$ cat config.mk
export PLATFORM = sky130hd
export DESIGN_NAME = instr_boot_loader
export DESIGN_NICKNAME = d
export VERILOG_FILES = /design/src/rtl/instr_boot_loader_pkg.sv /design/src/rtl/instr_boot_loader_word_buffer.sv /design/src/rtl/instr_boot_loader.sv
export SDC_FILE = /design/constraint.sdc
export NUM_CORES = 1
export LEC_CHECK = 0
export CORE_MARGIN = 2
export CORE_UTILIZATION = 62
export CTS_CLUSTER_DIAMETER = 50
export CTS_CLUSTER_SIZE = 10
export DETAILED_ROUTE_END_ITERATION = 16
export GPL_TIMING_DRIVEN = 0
export PLACE_DENSITY = 0.9
export SLEW_MARGIN = 10
export SYNTH_ARGS = -nofsm -noshare
export SYNTH_HDL_FRONTEND = slang
export SYNTH_SLANG_ARGS = --single-unit
$ cat constraint.sdc
create_clock -name clk -period 5 [get_ports clk]
set_clock_uncertainty 0.2 [all_clocks]
set_input_delay 0.5 -clock clk [delete_from_list [all_inputs] [get_ports clk]]
set_output_delay 0.5 -clock clk [all_outputs]
set_load 0.1 [all_outputs]
$ cat src/rtl/instr_boot_loader_pkg.sv
// Shared types and constants for the instruction boot loader.
// Latency: none (declarations only).
// Backpressure: n/a.
package instr_boot_loader_pkg;

  localparam int BYTE_W = 8;
  localparam int WORD_W = 32;
  localparam int LANES  = WORD_W / BYTE_W;
  localparam int LANE_W = 2;

  typedef enum logic [2:0] {
    ST_IDLE    = 3'd0,
    ST_FILL    = 3'd1,
    ST_CPU_RST = 3'd2,
    ST_STREAM  = 3'd3,
    ST_RELEASE = 3'd4,
    ST_DONE    = 3'd5
  } state_t;

  // acc holds lane+1 bytes right-justified; move them to the top of the word
  // so a short final word is zero-padded in its low bytes.
  function automatic logic [WORD_W-1:0] pad_word(input logic [WORD_W-1:0] acc,
                                                 input logic [LANE_W-1:0] lane);
    return acc << (BYTE_W * (LANES - 1 - int'(lane)));
  endfunction

endpackage

$ cat src/rtl/instr_boot_loader_word_buffer.sv
// Program word store: register array with write/read pointers, registered read.
// Latency: write visible to a read on the next edge; read data one cycle after rd_en.
// Backpressure: writes ignored once full; caller owns flow control via wr_cnt.
module boot_word_buffer
  import instr_boot_loader_pkg::*;
#(
  parameter int MAX_WORDS = 32,
  parameter int CNT_W     = 5
) (
  input  logic              clk,
  input  logic              rst_n,
  input  logic              clr,
  input  logic              wr_en,
  input  logic [WORD_W-1:0] wr_dat,
  input  logic              rd_en,
  output logic [WORD_W-1:0] rd_dat,
  output logic [CNT_W:0]    wr_cnt,
  output logic [CNT_W:0]    rd_cnt
);

  localparam logic [CNT_W:0] DEPTH = (CNT_W+1)'(MAX_WORDS);
  localparam logic [CNT_W:0] ONE   = (CNT_W+1)'(1);

  logic [WORD_W-1:0] mem_q [MAX_WORDS];
  logic [CNT_W:0]    wr_ptr_q, wr_ptr_d;
  logic [CNT_W:0]    rd_ptr_q, rd_ptr_d;
  logic [WORD_W-1:0] rd_dat_q, rd_dat_d;
  logic              full;
  logic              wr_go;

  assign full   = (wr_ptr_q == DEPTH);
  assign wr_go  = wr_en && !full && !clr;
  assign rd_dat = rd_dat_q;
  assign wr_cnt = wr_ptr_q;
  assign rd_cnt = rd_ptr_q;

  // Pointer advance and read-data select; read data is zero when not reading.
  always_comb begin
    wr_ptr_d = wr_ptr_q;
    rd_ptr_d = rd_ptr_q;
    rd_dat_d = '0;
    if (clr) begin
      wr_ptr_d = '0;
      rd_ptr_d = '0;
    end else begin
      if (wr_go) wr_ptr_d = wr_ptr_q + ONE;
      if (rd_en) begin
        rd_dat_d = mem_q[rd_ptr_q[CNT_W-1:0]];
        rd_ptr_d = rd_ptr_q + ONE;
      end
    end
  end

  // Pointer and read-data registers.
  always_ff @(posedge clk or negedge rst_n) begin
    if (!rst_n) begin
      wr_ptr_q <= '0;
      rd_ptr_q <= '0;
      rd_dat_q <= '0;
    end else begin
      wr_ptr_q <= wr_ptr_d;
      rd_ptr_q <= rd_ptr_d;
      rd_dat_q <= rd_dat_d;
    end
  end

  // Storage array; contents need no reset since pointers gate every read.
  always_ff @(posedge clk) begin
    if (wr_go) mem_q[wr_ptr_q[CNT_W-1:0]] <= wr_dat;
  end

endmodule

$ cat src/rtl/instr_boot_loader.sv
// Packs a byte stream into 32-bit words, buffers the program, then loads it into the CPU.
// Latency: last byte accepted -> first LoadInstructions 2 cycles; one word per cycle streamed.
// Backpressure: byte_ready high only in FILL while the buffer has room; drops after last byte.
module instr_boot_loader
  import instr_boot_loader_pkg::*;
#(
  parameter int MAX_WORDS = 32,
  parameter int CNT_W     = 5
) (
  input  logic              clk,
  input  logic              Reset,
  input  logic              start,
  input  logic [7:0]        byte_data,
  input  logic              byte_valid,
  input  logic              byte_last,
  output logic              byte_ready,
  output logic              LoadInstructions,
  output logic [31:0]       Instruction,
  output logic              CpuReset,
  output logic              busy,
  output logic              done,
  output logic [CNT_W:0]    word_count
);

  localparam logic [CNT_W:0] LAST_SLOT = (CNT_W+1)'(MAX_WORDS - 1);
  localparam int             ACC_W     = WORD_W - BYTE_W;

  state_t              state_q, state_d;
  logic [LANE_W-1:0]   lane_q, lane_d;
  logic [ACC_W-1:0]    acc_q, acc_d;
  logic                byte_ready_q, byte_ready_d;
  logic                load_q, load_d;
  logic                cpu_reset_q, cpu_reset_d;
  logic                busy_q, busy_d;
  logic                done_q, done_d;

  logic                accept;
  logic [WORD_W-1:0]   word_in;
  logic                buf_clr, buf_wr, buf_rd;
  logic [WORD_W-1:0]   buf_wdat, buf_rdat;
  logic [CNT_W:0]      buf_wr_cnt, buf_rd_cnt;

  assign accept   = byte_valid && byte_ready_q;
  assign word_in  = {acc_q, byte_data};
  assign buf_wdat = pad_word(word_in, lane_q);

  boot_word_buffer #(
    .MAX_WORDS (MAX_WORDS),
    .CNT_W     (CNT_W)
  ) u_buf (
    .clk    (clk),
    .rst_n  (Reset),
    .clr    (buf_clr),
    .wr_en  (buf_wr),
    .wr_dat (buf_wdat),
    .rd_en  (buf_rd),
    .rd_dat (buf_rdat),
    .wr_cnt (buf_wr_cnt),
    .rd_cnt (buf_rd_cnt)
  );

  // Next state, byte packing and buffer control; outputs are derived from the
  // next state so every port comes straight off a flop.
  always_comb begin
    state_d = state_q;
    lane_d  = lane_q;
    acc_d   = acc_q;
    buf_clr = 1'b0;
    buf_wr  = 1'b0;
    case (state_q)
      ST_IDLE, ST_DONE: begin
        if (start) begin
          state_d = ST_FILL;
          buf_clr = 1'b1;
          lane_d  = '0;
        end
      end
      ST_FILL: begin
        if (accept) begin
          acc_d  = word_in[ACC_W-1:0];
          lane_d = lane_q + 2'd1;
          if (lane_q == 2'd3 || byte_last) begin
            buf_wr = 1'b1;
            lane_d = '0;
          end
          // Leave on the final byte or when this write fills the last slot.
          if (byte_last || (lane_q == 2'd3 && buf_wr_cnt == LAST_SLOT)) state_d = ST_CPU_RST;
        end
      end
      ST_CPU_RST: state_d = ST_STREAM;
      ST_STREAM:  if (buf_rd_cnt == buf_wr_cnt) state_d = ST_RELEASE;
      ST_RELEASE: state_d = ST_DONE;
      default:    state_d = ST_IDLE;
    endcase
    buf_rd       = (state_d == ST_STREAM);
    byte_ready_d = (state_d == ST_FILL);
    load_d       = (state_d == ST_STREAM);
    cpu_reset_d  = !(state_d == ST_STREAM || state_d == ST_DONE);
    busy_d       = (state_d == ST_FILL) || (state_d == ST_CPU_RST) ||
                   (state_d == ST_STREAM) || (state_d == ST_RELEASE);
    done_d       = (state_d == ST_DONE);
  end

  // State, packer and output registers; reset keeps the CPU held in reset.
  always_ff @(posedge clk or negedge Reset) begin
    if (!Reset) begin
      state_q      <= ST_IDLE;
      lane_q       <= '0;
      acc_q        <= '0;
      byte_ready_q <= 1'b0;
      load_q       <= 1'b0;
      cpu_reset_q  <= 1'b1;
      busy_q       <= 1'b0;
      done_q       <= 1'b0;
    end else begin
      state_q      <= state_d;
      lane_q       <= lane_d;
      acc_q        <= acc_d;
      byte_ready_q <= byte_ready_d;
      load_q       <= load_d;
      cpu_reset_q  <= cpu_reset_d;
      busy_q       <= busy_d;
      done_q       <= done_d;
    end
  end

  assign byte_ready       = byte_ready_q;
  assign LoadInstructions = load_q;
  assign Instruction      = buf_rdat;
  assign CpuReset         = cpu_reset_q;
  assign busy             = busy_q;
  assign done             = done_q;
  assign word_count       = buf_wr_cnt;

endmodule

# ---- Word level (Yosys, flattened, before mapping)
# Memory sizes are Yosys's and may differ from the RTL's.
# Cells that the tools add are included.
dict set report totals {
  ram_bits 1024
  word_cells 75
  inputBits 13
  register_bits 78
  output_inout_bits 43
  memories 1
}
# name words word_bits read_ports rd_clocked_by_memory_dff wr line_no
set memory_table {}
lappend memory_table {u_buf.mem_q 32 32 1 0 1 instr_boot_loader_word_buffer.sv:24} ;# logic [WORD_W-1:0] mem_q [MAX_WORDS];
dict set report classes {
  mux 22
  shift 1
  eq_ne 16
  reduce_logical 20
  addsub 4
}
# operator count
set ops {}
lappend ops {{$mux 32} 2}
lappend ops {{$shl 32x32->32} 1}
lappend ops {{$mux 6} 4}
lappend ops {{$pmux 3 s5} 1}
lappend ops {{$add 6x1->6 const B} 2}
lappend ops {{$eq 3x2->1 const B} 4}
lappend ops {{$eq 3x3->1 const B} 4}
lappend ops {{$mux 3} 4}
lappend ops {{$mux 1} 7}
lappend ops {{$eq 3x1->1 const B} 2}
lappend ops {{$eq 6x5->1 const B} 1}
lappend ops {{$eq 6x6->1} 1}
lappend ops {{$eq 6x6->1 const B} 1}
lappend ops {{$logic_or 1x1->1} 6}
lappend ops {{$mux 2} 3}
lappend ops {{$reduce_bool 2->1} 3}
lappend ops {{$logic_and 1x1->1} 4}
lappend ops {{$ne 2x2->1 const B} 2}
lappend ops {{$pmux 2 s2} 1}
lappend ops {{$logic_not 1->1} 3}
lappend ops {{$logic_not 3->1} 1}
lappend ops {{$reduce_and 3->1} 1}
lappend ops {{$sub 2x2->3 const A} 1}
lappend ops {{$add 2x1->2 const B} 1}
lappend ops {{other kinds (3)} 3}

# ---- Depth between registers and ports, before layout
# Gate-level depths: netlist (run 1).
dict set report depth {
  ltp_word 10
  ltp_mapped 8
}

# ---- Hierarchy
# Synthesis (run 1) repeated with hierarchy kept, for this count alone.
dict set report hier_totals {
  cells_unflattened 1973
  hier_area_um2 42758.5
}
# module area_per_inst_um2 cells_per_inst seq_area_each_um2 n_inst
set by_module_without_submodules {}
lappend by_module_without_submodules {boot_word_buffer 40709.0 1793 31850.5 1}
lappend by_module_without_submodules {instr_boot_loader 2049.5 180 852.1 1}

# ---- Worst setup path before layout (run 1)
# OpenSTA, ideal clock, no wires.
dict set report synth_timing {
  kind {flip-flop to flip-flop}
  from {register u_buf.wr_ptr_q[0] (netlist: u_buf.wr_cnt[0])}
  to {memory u_buf.mem_q[31][0], enable pin}
  path_buffers 0
  arrival_time_ns 4.634
  setup_slack_ns -0.295
  path_stages_with_launch 7
  cell_sequence {dfrtp_1 > inv_1 > ha_1 > and2_1 > a2111oi_4 > nand2_4 > nor3_1}
}
dict set report synth_between {
  elab_chain_len 6
}
# element line_no
set synth_lines {}
lappend synth_lines {{start, declared} instr_boot_loader_word_buffer.sv:25} ;# logic [CNT_W:0] wr_ptr_q, wr_ptr_d;
lappend synth_lines {{start signal, assigned} instr_boot_loader_word_buffer.sv:61} ;# wr_ptr_q <= wr_ptr_d;
lappend synth_lines {{$eq 6x6->1} instr_boot_loader_word_buffer.sv:31} ;# assign full = (wr_ptr_q == DEPTH);
lappend synth_lines {{$logic_not 1->1} instr_boot_loader_word_buffer.sv:32} ;# assign wr_go = wr_en && !full && !clr;
lappend synth_lines {{$logic_and 1x1->1 (2 in series)} instr_boot_loader_word_buffer.sv:32}
lappend synth_lines {{$mux 1} instr_boot_loader_word_buffer.sv:69} ;# if (wr_go) mem_q[wr_ptr_q[CNT_W-1:0]] <= wr_dat;
lappend synth_lines {{$mux 1 (implied by the code)} instr_boot_loader_word_buffer.sv:69}
lappend synth_lines {{end, declared} instr_boot_loader_word_buffer.sv:24}
# Several ways; a longest one is shown, not always the timed one.

# ---- Worst setup path in the final report (run 1)
dict set report layout_timing {
  from {register u_buf.wr_ptr_q[0] (netlist: u_buf.wr_cnt[0])}
  to {memory u_buf.mem_q[18][16], enable pin}
}
# Same word-level chain as after synthesis.

==> flow_metrics.tcl, run 1 <==
set metrics [dict create \
    status "complete, no violations" \
    min-delay-path-class "input port to async pin" \
    critPathMaxStageDelay_ns 1.00 \
    dp_hpwl_um 73100 \
    grt_pass1_wl_um 184000 \
    path_class "flip-flop to flip-flop" \
    antenna_found_initial 6 \
    reg2regPathDepth 7 \
    leakagePower_uw 0.0157 \
    ys_top_cells_by_area "edfxtp_1 (73%), mux4_2 (14%), dfrtp_1 (4.6%)" \
    synth-seq-cells 1102 \
    area_growth_pct 15.8 \
    synth_nets 1947 \
    cp_cell_sequence "inv_1, ha_1, and2_1, a2111oi_4, nand2_1, nor2_4, buf_12" \
    r2r_start "u_buf.wr_cnt[0]" \
    synth_commonest_cells "edfxtp_1 (1024), mux4_2 (257), a22oi_1 (126)" \
    start_kind "flip-flop" \
    h-tree-depth 3 \
    port_buffers 55 \
    gp_congestion 0.842 \
    grt_max_degree 62 \
    avgSynthCellArea_um2 21.8 \
    timing.fmax_ghz 0.230 \
    clock_sinks 1102 \
    drc 0 \
    drt_iter0_markers 4708 \
    netlist_area_um2 42000 \
    crit_path_end_kind "flip-flop" \
    slew_viol_final 0 \
    slew_headroom 0.0797 \
    power_density_nw_per_um2 539 \
    ys_warn_count 0 \
    wirelength_um 129000 \
    finalPower_uw 26300 \
    postSynth.asyncResetShare 0.0708 \
    grt_overflow 0 \
    worst_slew_pin_slew_ns 1.38 \
    yosysTopAreaCell "edfxtp_1" \
    cp_max_fo 17 \
    cp_num_buf_inv 2 \
    crit_family "simple AND/OR/NAND/NOR gates" \
    required_ns 5.16 \
    crit_start "u_buf.wr_cnt[0]" \
    rows 95 \
    grt_pass1_vias 24700 \
    cts-root-buf "clkbuf_16" \
    clkTransAtPathRegs_ns 0.06 \
    fp.dieW_um 264 \
    period_share 0.871 \
    numCtsBuffers 121 \
    cts_buffer_depth 3 \
    drt_first_pass_iters 7 \
    drt.antenna.violating_nets 0 \
    nets 2181 \
    arrival_ns 4.52 \
    drive_gt1_frac 0.253 \
    final_core_util 0.725 \
    layout_min_cycle_time_ns 4.35 \
    grtUsageTotal 0.378 \
    postSynthCellCount 1928 \
    tritoncts "yes" \
    drv_cap 0 \
    ys.flop_type "edfxtp_1" \
    io_pins 56 \
    yosys.area.top_type_share 0.732 \
    cp_slowest_cell "nor2_4" \
    finalHoldViolCount 0 \
    yosysMostFrequentCell "edfxtp_1" \
    crit_cells 7 \
    chipHeight_um 264 \
    coreArea_um2 67200 \
    vias 24600 \
    synth-edff-count 1024 \
    rsz0062_at_grt "false" \
    vias_per_cell 7.81 \
    rrSetupSlack_ns 0.65 \
    start_util 0.626 \
    seq_area_frac_synth 0.778 \
    dieArea_um2 69900 \
    ir_drop_v 0.000557 \
    routedWlPerCell_um 41.2 \
    yosysUniqueCellTypes 42 \
    setup_violations 0 \
    clk_latency_ns 0.69 \
]
-- cell families after synthesis --
kind of cell / synth area share
DFF: 0.778
muxes: 0.151
AOI/OAI and AO/OA: 0.0356
and+or+nand+nor: 0.0199
buffers and inverters: 0.0116
xor gates and xnor gates: 0.00229
adders and majority gates: 0.00179
-- what timing repair did --
action	CTS	global route
setup buffers	0	0
hold buffers	1	0
gates resized for setup	0	0
hold endpoints to repair	77	0
endpoints found under the setup margin	0	0
-- registers in the layout, summed over array words and instances (netlist names) --
| name | cells |
|---|---|
| CpuReset | 1 |
| u_buf.rd_cnt | 6 |
| u_buf.rd_dat | 32 |
| byte_ready | 1 |
| busy | 1 |
| acc_q | 24 |
| lane_q | 2 |
| done | 1 |
| state_q | 3 |
| LoadInstructions | 1 |
| u_buf.wr_cnt | 6 |
| u_buf.mem_q | 1024 |
-- metal layers --
layer  part of all wire  track usage  wire [um]
met1               0.31        0.475      39600
met2               0.48        0.600      61700
met3               0.14        0.104      18600
met4              0.074        0.221       9610
met5            0.00015            0         20
-- path summary, 6_finish.rpt --
kind,endpoint
setup / recovery,u_buf.mem_q[18][16]
max in group asynchronous,CpuReset
setup reg to reg,u_buf.mem_q[18][16]
hold reg to reg,acc_q[16]
hold / removal,u_buf.rd_dat[26]
min in group clk,acc_q[16]
-- layout make-up --
class / count / area, um^2
flip-flops and latches: 1102 / 32700
fillers: 3193 / 18500
clock buffers: 222 / 3440
plain buffers: 113 / 467
repair buffers: 111 / 1760
diodes: 4 / 10.0
inverters: 5 / 18.8
multi-input cells: 708 / 9150
well taps: 873 / 1090
clock inverters: 6 / 51.3
-- power breakdown --
group / switching (uW) / internal [uW]
registers: 191 / 11200
logic: 4360 / 2230
clock network: 3680 / 4580
total: 8240 / 18000
-- worst register-to-register path: stages (launching register included) --
cell       delay (ns)
dfrtp_1          0.51
inv_1            0.15
ha_1             0.24
and2_1           0.19
a2111oi_4        0.69
nand2_1          0.73
nor2_4           1.00
buf_12           0.32
-- metrics by stage --
step	TNS, ns	setup slack, ns	cell area [um^2]	instances	hold WS [ns]
after floorplan	0	0.495	42000	1928	0.00441
after global placement	-548.63	-0.841	43700	2856	0.291
after detailed placement	0	0.836	45100	2910	0.256
after CTS	0	0.833	48600	3139	0.0949
after global routing	0	0.631	48700	3140	0.130
final	0	0.645	48700	3144	0.109
-- layout by cell type, fill, tap and decap left out, drive strengths merged, types with 5 or more instances in the layout --
cell type / count
dfrtp: 77
ha: 6
nor2: 58
nand2: 81
inv: 8
mux2i: 19
buf: 107
mux4: 257
o21ai: 7
clkdlybuf4s50: 54
and3: 9
a22oi: 126
a21oi: 11
mux2: 32
clkbuf: 284
a22o: 40
xnor2: 7
nor2b: 13
edfxtp: 1024
nand3: 5
No activity file was read; power rests on OpenSTA's default activity.
==> run 2, diff against run 1 <==
--- a/config.mk
+++ b/config.mk
@@ -5,6 +5,7 @@
 export SDC_FILE = /design/constraint.sdc
 export NUM_CORES = 1
 export LEC_CHECK = 0
+export CORE_ASPECT_RATIO = 0.75
 export CORE_MARGIN = 2
 export CORE_UTILIZATION = 62
 export CTS_CLUSTER_DIAMETER = 50
==> flow_metrics.tcl, run 2 (synthesized netlist as in run 1, its figures left out) <==
set metrics [dict create \
    status "complete, no violations" \
    clock_power_share 0.310 \
    gp_congestion 0.884 \
    crit_path_end_kind "flip-flop" \
    area_growth_pct 15.3 \
    rsz0062_at_grt "false" \
    pwr-share-seq 0.440 \
    vias_per_cell 7.51 \
    final_common_cell "edfxtp_1" \
    p_int_uw 17900 \
    start_util 0.628 \
    drc 0 \
    path_class "flip-flop to flip-flop" \
    crit_family "simple AND/OR/NAND/NOR gates" \
    worst_slew_pin_slew_ns 1.30 \
    cp_num_buf_inv 2 \
    clkTransAtPathRegs_ns 0.06 \
    fp.dieW_um 305 \
    cts_hold_buf 1 \
    clock_sinks 1102 \
    min-delay-path-class "input port to async pin" \
    pwr-share-comb 0.251 \
    drive_gt1_frac 0.248 \
    leakagePower_uw 0.0156 \
    period_share 0.880 \
    r2r_end "u_buf.mem_q[24][19]" \
    timing.fmax_ghz 0.227 \
    rrSetupSlack_ns 0.60 \
    grt_overflow 0 \
    cts_resized 0 \
    postCtsSetupBuffers 0 \
    drv_cap 0 \
    dieArea_um2 69900 \
    reg2regPathDepth 7 \
    numCtsBuffers 120 \
    critPathMaxStageDelay_ns 0.98 \
    grt_pass1_vias 24300 \
    setup_violations 0 \
    drt_first_pass_iters 6 \
    dp_hpwl_um 70300 \
    final_cell_mix "edfxtp_1 (1024), mux4_2 (257), clkbuf_1 (150), a22oi_1 (126), clkbuf_16 (120)" \
    routedWlPerCell_um 39.0 \
    wirelength_um 122000 \
    largest_register_ffs 1024 \
    rows 82 \
    start_kind "flip-flop" \
    cp_cell_sequence "inv_1, ha_1, and2_1, a2111oi_4, nand2_1, nor2_4, buf_16" \
    h-tree-depth 3 \
    r2r_start "u_buf.wr_cnt[0]" \
    vias 23500 \
    cts_buffer_depth 3 \
    arrival_ns 4.58 \
    antenna_found_initial 0 \
    tritoncts "yes" \
    n_antenna_cell 0 \
    clk_latency_ns 0.70 \
    num-fill-cells 3458 \
    drt_iter0_markers 4011 \
    grtUsageTotal 0.355 \
    slew_headroom 0.135 \
    required_ns 5.18 \
    chipHeight_um 229 \
    nets 2175 \
    cp_max_fo 18 \
    port_buffers 55 \
    finalPower_uw 26000 \
    cp_slowest_cell "nor2_4" \
    switching_share 0.310 \
    io_pins 56 \
    grt_pass1_wl_um 173000 \
    setup_ws_ns 0.601 \
    layout_min_cycle_time_ns 4.40 \
    ir_drop_v 0.000351 \
    post-place-ws_ns 0.844 \
    finalHoldViolCount 0 \
    coreArea_um2 66900 \
    switchingPower_uw 8060 \
    power_density_nw_per_um2 536 \
    cts-root-buf "clkbuf_16" \
    drt.antenna.violating_nets 0 \
    slew_viol_final 0 \
    grt_max_degree 52 \
]
==> run 2: worst register-to-register path: cells and delay by family, from the launching register on <==
kind	cells	cell delay, ns
simple gates	3	1.87
compound gates	1	0.70
flops	1	0.61
buf+inv	2	0.44
fa+ha+maj	1	0.25
==> run 2: cell type report <==
type / instances / area [um^2] / share of cell area
Clock inverter: 4 / 53.8 / 0.00111
Inverter: 5 / 18.8 / 0.000387
Clock buffer: 209 / 3350 / 0.0691
Tap cell: 882 / 1100 / 0.0228
Timing Repair Buffer: 106 / 1630 / 0.0336
Sequential cell: 1102 / 32700 / 0.675
Buffer: 113 / 467 / 0.00963
Multi-Input combinational cell: 708 / 9140 / 0.189
==> run 2: per-layer routing <==
| layer | global-route usage | share of wire | vias up | wire length [um] |
|---|---|---|---|---|
| met5 | 0 | 0 | - | 0 |
| met4 | 0.187 | 0.061 | 0 | 7450 |
| met3 | 0.109 | 0.14 | 526 | 17300 |
| met2 | 0.562 | 0.48 | 2499 | 58300 |
| met1 | 0.448 | 0.32 | 11900 | 39100 |
| li1 | - | - | 8548 | - |
==> run 2: how the worst max path moves through the flow <==
| stage | start | slack [ns] | endpoint | cells past startpoint |
|---|---|---|---|---|
| after floorplan | u_buf.wr_cnt[0] | 0.49 | u_buf.mem_q[26][0] | 6 |
| final | u_buf.wr_cnt[0] | 0.60 | u_buf.mem_q[24][19] | 7 |
| after global placement | byte_valid | -0.97 | u_buf.mem_q[18][16] | 5 |
| after global routing | u_buf.wr_cnt[0] | 0.53 | u_buf.mem_q[24][15] | 7 |
| after CTS | u_buf.wr_cnt[0] | 0.77 | u_buf.mem_q[24][15] | 7 |
| after detailed placement | u_buf.wr_cnt[0] | 0.84 | u_buf.mem_q[24][17] | 7 |
==> run 2: power by group through the flow <==
stage / Sequential, uW / Combinational [uW] / Clock (uW)
after floorplan: 12100 / 3490 / 0
after global placement: 11600 / 5460 / 0
after detailed placement: 11600 / 6100 / 0
after CTS: 11400 / 6330 / 7990
after global routing: 11400 / 6700 / 8340
final: 11400 / 6500 / 8040
==> run 2: metrics by stage <==
| stage | std cells | setup TNS (ns) | util | hold slack [ns] | instance area (um^2) |
|---|---|---|---|---|---|
| floorplan | 1928 | 0 | - | 0.00441 | 42000 |
| global placement | 2865 | -594.30 | 0.653 | 0.289 | 43700 |
| detailed placement | 2915 | 0 | 0.673 | 0.255 | 45000 |
| CTS | 3129 | 0 | 0.724 | 0.0880 | 48500 |
| global route | 3129 | 0 | 0.724 | 0.115 | 48500 |
| finish | 3129 | 0 | 0.724 | 0.0892 | 48500 |
